[config.mk]
export PLATFORM = sky130hd
export DESIGN_NAME = alu_arbiter
export DESIGN_NICKNAME = d
export VERILOG_FILES = /design/src/rtl/alu_arbiter.sv
export SDC_FILE = /design/constraint.sdc
export NUM_CORES = 1
export LEC_CHECK = 0
export CORE_UTILIZATION = 40
export CTS_CLUSTER_SIZE = 16
export DETAILED_ROUTE_END_ITERATION = 8
export DONT_BUFFER_PORTS = 1
export GPL_TIMING_DRIVEN = 0
export PLACE_DENSITY = 0.51
export SLEW_MARGIN = 20
export SYNTH_ARGS = -nofsm -noshare
export SYNTH_HDL_FRONTEND = slang
export SYNTH_SLANG_ARGS = --single-unit
[constraint.sdc]
create_clock -name clk -period 2.8 [get_ports clk]
set_input_delay 0.42 -clock clk [delete_from_list [all_inputs] [get_ports clk]]
set_output_delay 0.42 -clock clk [all_outputs]
set_load 0.05 [all_outputs]
[src/rtl/alu_arbiter.sv]
// Round-robin sequencer sharing one combinational 8-bit ALU between two requesters.
// Operands are registered onto the ALU, held for EXEC_CYCLES, and the result is returned to the owner.
module alu_arbiter #(
   parameter  int unsigned EXEC_CYCLES = 1,
   localparam int unsigned DW  = 8,
   localparam int unsigned OPW = 2,
   localparam int unsigned SW  = 4
) (
   input  logic           clk,
   input  logic           rst_n,
   input  logic           req0_valid,
   output logic           req0_ready,
   input  logic [DW-1:0]  req0_a,
   input  logic [DW-1:0]  req0_b,
   input  logic [OPW-1:0] req0_op,
   input  logic           req1_valid,
   output logic           req1_ready,
   input  logic [DW-1:0]  req1_a,
   input  logic [DW-1:0]  req1_b,
   input  logic [OPW-1:0] req1_op,
   output logic [DW-1:0]  alu_a,
   output logic [DW-1:0]  alu_b,
   output logic [SW-1:0]  alu_sel,
   input  logic [DW-1:0]  alu_out,
   input  logic           alu_zero,
   output logic           rsp0_valid,
   input  logic           rsp0_ready,
   output logic [DW-1:0]  rsp0_data,
   output logic           rsp0_zero,
   output logic           rsp1_valid,
   input  logic           rsp1_ready,
   output logic [DW-1:0]  rsp1_data,
   output logic           rsp1_zero
);

   localparam int unsigned CW = 4;

   typedef enum logic [1:0] {
      IDLE = 2'd0,
      EXEC = 2'd1,
      RESP = 2'd2
   } state_t;

   state_t         state_q, state_d;
   logic [CW-1:0]  cnt_q;
   logic           owner_q;
   logic           last_grant_q;
   logic           any_valid;
   logic           grant;
   logic           accept;
   logic           capture;
   logic           rsp_fire;
   logic [DW-1:0]  a_mux;
   logic [DW-1:0]  b_mux;
   logic [OPW-1:0] op_mux;

   // Opcode to ALU select: ADD, SUB, AND, OR
   function automatic logic [SW-1:0] map_sel(input logic [OPW-1:0] op);
      logic [SW-1:0] sel;
      case (op)
         2'b00:   sel = 4'b0010;
         2'b01:   sel = 4'b0110;
         2'b10:   sel = 4'b0000;
         default: sel = 4'b0001;
      endcase
      return sel;
   endfunction

   // On a tie the requester that was not served last wins
   always_comb begin
      any_valid = req0_valid | req1_valid;
      if (req0_valid && req1_valid) begin
         grant = ~last_grant_q;
      end else begin
         grant = ~req0_valid;
      end
      a_mux  = grant ? req1_a  : req0_a;
      b_mux  = grant ? req1_b  : req0_b;
      op_mux = grant ? req1_op : req0_op;
   end

   always_ff @(posedge clk or negedge rst_n) begin
      if (!rst_n) begin
         state_q <= IDLE;
      end else begin
         state_q <= state_d;
      end
   end

   always_comb begin
      state_d    = state_q;
      accept     = 1'b0;
      capture    = 1'b0;
      rsp_fire   = 1'b0;
      req0_ready = 1'b0;
      req1_ready = 1'b0;
      case (state_q)
         IDLE: begin
            req0_ready = any_valid & ~grant;
            req1_ready = any_valid & grant;
            if (any_valid) begin
               accept  = 1'b1;
               state_d = EXEC;
            end
         end
         EXEC: begin
            if (cnt_q == '0) begin
               capture = 1'b1;
               state_d = RESP;
            end
         end
         RESP: begin
            rsp_fire = owner_q ? rsp1_ready : rsp0_ready;
            if (rsp_fire) begin
               state_d = IDLE;
            end
         end
         default: state_d = IDLE;
      endcase
   end

   // ALU operand registers, settle counter and per-owner response registers
   always_ff @(posedge clk or negedge rst_n) begin
      if (!rst_n) begin
         alu_a        <= '0;
         alu_b        <= '0;
         alu_sel      <= '0;
         cnt_q        <= '0;
         owner_q      <= 1'b0;
         last_grant_q <= 1'b1;
         rsp0_valid   <= 1'b0;
         rsp0_data    <= '0;
         rsp0_zero    <= 1'b0;
         rsp1_valid   <= 1'b0;
         rsp1_data    <= '0;
         rsp1_zero    <= 1'b0;
      end else begin
         if (accept) begin
            alu_a   <= a_mux;
            alu_b   <= b_mux;
            alu_sel <= map_sel(op_mux);
            owner_q <= grant;
            cnt_q   <= CW'(EXEC_CYCLES - 1);
         end else if (state_q == EXEC && cnt_q != '0) begin
            cnt_q <= cnt_q - CW'(1);
         end
         if (capture) begin
            if (owner_q) begin
               rsp1_valid <= 1'b1;
               rsp1_data  <= alu_out;
               rsp1_zero  <= alu_zero;
            end else begin
               rsp0_valid <= 1'b1;
               rsp0_data  <= alu_out;
               rsp0_zero  <= alu_zero;
            end
         end
         if (rsp_fire) begin
            rsp0_valid   <= 1'b0;
            rsp1_valid   <= 1'b0;
            last_grant_q <= owner_q;
         end
      end
   end

endmodule

Word level (Yosys, flattened, before mapping)
Index checks and enable logic that the tools add are counted.

word-level totals
  input port bits = 51
  output and inout bits = 42
  flip-flop bits (word level) = 48
  word-level logic and storage cells = 68

cells by class
  bitwise logic cells = 7
  equality and inequality tests = 8
  reductions and logical operators = 14
  $add $sub $neg = 1
  mux-type cells = 25

operators by type and width
  kind                                                                number
  8-bit 2-to-1 mux                                                    2
  1-bit 2-to-1 mux                                                    15
  3-bit one-hot mux with 3 select lines                               1
  2-bit 2-to-1 mux                                                    4
  4-bit 2-to-1 mux                                                    2
  2-bit AND reduction                                                 4
  2-bit != test, second input constant                                3
  2-bit one-hot mux with 3 select lines                               1
  2-bit nonzero test                                                  3
  2-bit by 1-bit == test with 1-bit output, second input constant     2
  2-bit == test, second input constant                                2
  2-bit logical NOT                                                   2
  4-bit logical NOT                                                   1
  1-bit inverter                                                      4
  4-bit nonzero test                                                  1
  4-bit by 1-bit subtractor with 4-bit output, second input constant  1
  3-bit AND reduction                                                 1
  1-bit AND                                                           2
  1-bit logical AND                                                   2
  2-bit by 1-bit != test with 1-bit output, second input constant     1
  1-bit OR                                                            1

Logic depth before layout (Yosys ltp)
Gate-level depths: netlist of the first run.

  word-level depth = 5
  gate-level depth with buffers = 6
  mapped depth without buffers = 5

Worst setup path before layout of the first run
No wires, ideal clock.

  path type = input port to output port
  start = input req0_valid
  end = output req0_ready
  buffers on the path = 2
  arrival time = 1.996 ns
  data required time = 2.380 ns
  path slack = 0.384 ns
  stages = 4
  path through = buf_2 -> inv_1 -> clkbuf_1 -> nor3_1

on the way
  word-level cells in the longest chain between the ends = 5
  elaborated cells between the ends (all ways) = 7
  classes of those cells = 2 x mux; 4 x bitwise; 1 x reduce/logical

RTL lines
  item                                                        line    source
  from (decl)                                                 11      input logic req0_valid,
  1-bit logical AND / 1-bit inverter (equally long branches)  72, 75
  1-bit 2-to-1 mux                                            72      if (req0_valid && req1_valid) begin
  1-bit inverter                                              99      req0_ready = any_valid & ~grant;
  1-bit AND (*)                                               99
  1-bit 2-to-1 mux (*)                                        97      case (state_q)
  to (decl)                                                   12      output logic req0_ready,

Every way passes the cells marked *; elsewhere a longest branch is shown, timed or not.

Worst setup path in the final report of the first run
  start = register state_q[0]
  end = output req1_ready

on the way
  word-level cells in the longest chain between the ends = 2

RTL lines
  item                    line  source
  from (decl)             44    state_t state_q, state_d;
  from (signal assigned)  86    state_q <= state_d;
  2-bit logical NOT       97
  1-bit 2-to-1 mux        97
  to (decl)               17    output logic req1_ready,

No other way between the ends.

==> impl.org, run 1 <==
** Run status
- The flow ran to the end, and the final reports show no timing, DRC or antenna violations.

** Clocking
- Worst-skew pair later-pin latency :: 300 ps
- Clock buffers created by TritonCTS :: 5
- Post-CTS Setup Repair Bufs :: 0
- Clock buffer depth :: 2
- Clock-pin slew was measured on the worst setup and hold paths at about 90 ps.
- TritonCTS built the clock tree.
- Buffer cell driving the clock tree root :: clkbuf_8
- Number of levels in the clock H-tree :: 2
- Clock tree synthesis found a total of 47 sinks.

** Synthesis
- Of the post-synthesis cell area, the dominant cell type holds 0.519.
- A synthesized cell averages about 11 µm².
- Synthesis instantiated 34 different standard cells from the library.
- The mapped netlist covers 2220 µm².
- Counting every net in the synthesized netlist gives 258.
- The Yosys step of the flow raised 0 warnings.
- Synthesized instance count :: between 200 and 250
- Most area-consuming cells after synthesis :: dfrtp_1 52%, mux2_2 9.7%, nand3b_1 5.8%
- Summed over all instances, the cell type with the most area after synthesis is dfrtp_1.
- The share of the Yosys chip area taken by registers is 0.531.
- Counting flops and latches in the post-synthesis netlist gives 47.

** Layout
- The library cell used most frequently in the layout, excluding fill and tap cells, is dfrtp_1.
- The area growth from synthesis to layout is 10.7%.
- After routing the design area is around 2500 µm².
- Top library cells by usage in the layout, fill and taps aside :: 46 x dfrtp_1, 21 x o21ai_0, 21 x a21oi_1
- Layout Nets :: around 270
- In the final layout, the share of cells above drive strength 1 is 0.194.
- Diode insertion count for antenna repair :: 0

** Worst setup path
- CP Launch Type :: register
- Crit path kind :: register to primary output
- Peak fanout along the critical path :: 10
- The worst setup path is captured at a primary output.
- Critical Path AT :: between 2000 and 2500 ps
- Required time at the worst-slack endpoint :: roughly 2400 ps

** Routing
- The final route contains between 1500 and 2000 vias.
- DRT Wirelength :: 5.20 mm
- Count of unresolved DRC violations after routing :: 0
- Number of iterations in the first detailed-routing pass :: 4
- In the routed layout, each cell is associated on average with a via count of 5.80.
- Wirelength per Cell :: between 15 and 20 µm
- First DRT Iteration DRCs :: 105
- In this run the remaining antenna-violating nets after routing total 0.

** Timing
- Setup violations, final :: 0
- At the pin with the least slew margin, the transition time is ~700 ps.
- The worst path needs roughly 2500 ps of the cycle, external delays included.
- On the final layout, the worst clock skew is roughly 4.6 ps.
- The max-slew violation count came to 0.
- Setup repair after global routing left no endpoint under its margin.
- In the final timing run, aggregate negative setup slack is 0 ps.
- Relative slew slack :: 0.532
- On the final layout, the worst hold slack is roughly 260 ps.
- Final Hold Viols :: 0
- Static timing analysis puts the maximum clock frequency at about 400 MHz.
- In the finished design, the share of the clock period the worst path needs comes to 0.882.

** Min path
- Class of the most critical hold timing path :: input pin to register

** Global routing
- Overflow after GRT :: 0
- The first global-routing pass estimated 8.42 mm of wire.
- The number of antenna violations at the first check in global routing was 0.
- Vias in the first global route :: 1684
- Pin count of the biggest net entering global routing :: between 40 and 50
- In the global route stage, overall resource usage came out at 0.186.

** Placed design
- Buffers placed on the I/O ports in this run total 0.
- Routability-driven placement finished with a final weighted congestion of 0.718.
- Area of placed instances :: between 2000 and 2500 µm²
- Detailed placement finished with a half-perimeter wire length of ~3.7 mm.

** Floorplanning
- The floorplan step defined a die boundary enclosing 5840 µm².
- Floorplan die height :: 76.4 µm
- Core Box Area :: around 5200 µm²
- For this configuration, the core starts out at a cell density of 0.426.
- 93 I/O pins were placed.
- From left edge to right edge, the die measures approximately 76 µm.
- In this run the core area contains 26 standard-cell rows.

** Power
- Power consumption :: between 3 and 4 mW
- Leakage power summed over all cells :: about 0.97 nW
- PD cells :: between 1000 and 1500 nW/µm²
- The worst-case IR drop observed on VDD is approximately 0.49 mV.

** Job
- Across the run, the number of max-cap violations was 0.
cell type report:
cell class | instances | area, µm²
plain buffers | 15 | 63.8
multi-input cells | 138 | 963
fillers | 508 | 2750
clock buffers | 5 | 68.8
well taps | 70 | 87.6
clock inverters | 3 | 25.0
repair buffers | 4 | 48.8
flip-flops and latches | 47 | 1180
inverters | 5 | 18.8
routing by layer:
metal	share of wire	vias up	GRT usage	wire length, µm
met5	0	-	0	0
met4	0.0058	0	0.0615	30
met3	0.093	4	0.0790	484
met2	0.51	83	0.312	2670
met1	0.39	815	0.214	2020
li1	-	764	-	-
through the flow:
step / setup slack, ps / cells / util
after floorplan: 384 / 205 / -
after global placement: 129 / 275 / 0.443
after detailed placement: 451 / 277 / 0.446
after CTS: 89.9 / 287 / 0.471
after global routing: 172 / 287 / 0.471
final: 329 / 287 / 0.471
report_power, final:
group | switching (mW) | internal (mW)
clock network | 0.241 | 0.179
logic | 0.518 | 0.419
registers | 1.25 | 1.00
total | 2.01 | 1.60
cells in the mapped netlist (all sizes together):
cell type  instances
o21ai             21
a21boi             1
nor2b              4
or4b               1
nand3b            17
nor2               6
clkbuf            11
mux2              19
dfstp              1
a31oi             18
nand2              2
o211ai             1
o221ai             1
nor3               3
ha                 2
mux2i              2
a21oi             21
o22ai              2
dfrtp             46
buf                4
nor3b              2
or3b               1
o21a               2
conb               1
nand2b             2
inv                5
or2                2
nand4b             1
o31ai              2
nand3              4
registers in the layout (all words and copies together) (netlist names):
register and count:
rsp0_data 8, alu_sel 3, state_q 2, rsp0_zero 1, rsp0_valid 1, rsp1_valid 1
owner_q 1, alu_a 8, cnt_q 4, alu_b 8, rsp1_data 8, last_grant_q 1
rsp1_zero 1
critical path, stage by stage, from the launching register on:
cell	delay (ps)
dfrtp_1	440
nor2_1	570
nand2_1	230
nor2_2	510
worst paths after layout:
| kind | slack, ps | startpoint | end | depth (start not counted) |
|---|---|---|---|---|
| setup reg to reg | 650 | cnt_q[0] | rsp0_data[7] | 6 |
| setup / recovery | 330 | state_q[0] | req1_ready | 3 |
| min in group asynchronous | 630 | rst_n | alu_b[3] | 2 |
| hold reg to reg | 500 | cnt_q[3] | cnt_q[3] | 1 |
| max in group asynchronous | 1910 | rst_n | last_grant_q | 2 |
| hold / removal | 260 | alu_out[5] | rsp0_data[5] | 1 |
logic make-up (layout without fill, tap and decap cells):
group,after synthesis,in the layout,synth area share
AOI/OAI and AO/OA,69,69,0.176
adders and majority gates,2,2,0.0113
buffers and inverters,20,32,0.0373
DFF,47,47,0.531
muxes,21,21,0.106
other,1,1,0.00169
and+or+nand+nor,45,45,0.137
repair_timing:
action,in CTS,in global routing
endpoints found under the hold margin,47,0
gates resized for setup,0,1
hold buffers,2,0
endpoints found under the setup margin,0,1
Note: power is estimated with default switching activity, not from simulation.
==> run 2: changes to the inputs <==
--- a/config.mk
+++ b/config.mk
@@ -5,12 +5,14 @@
 export SDC_FILE = /design/constraint.sdc
 export NUM_CORES = 1
 export LEC_CHECK = 0
+export CORE_MARGIN = 1
 export CORE_UTILIZATION = 40
 export CTS_CLUSTER_SIZE = 16
 export DETAILED_ROUTE_END_ITERATION = 8
 export DONT_BUFFER_PORTS = 1
 export GPL_TIMING_DRIVEN = 0
 export PLACE_DENSITY = 0.51
+export SETUP_SLACK_MARGIN = 0.15
 export SLEW_MARGIN = 20
 export SYNTH_ARGS = -nofsm -noshare
 export SYNTH_HDL_FRONTEND = slang
==> results of run 2 <==
The final DEF is identical to that of run 1; final timing and power are the same.
Among the figures that moved: number of gates resized after CTS 0 -> 1
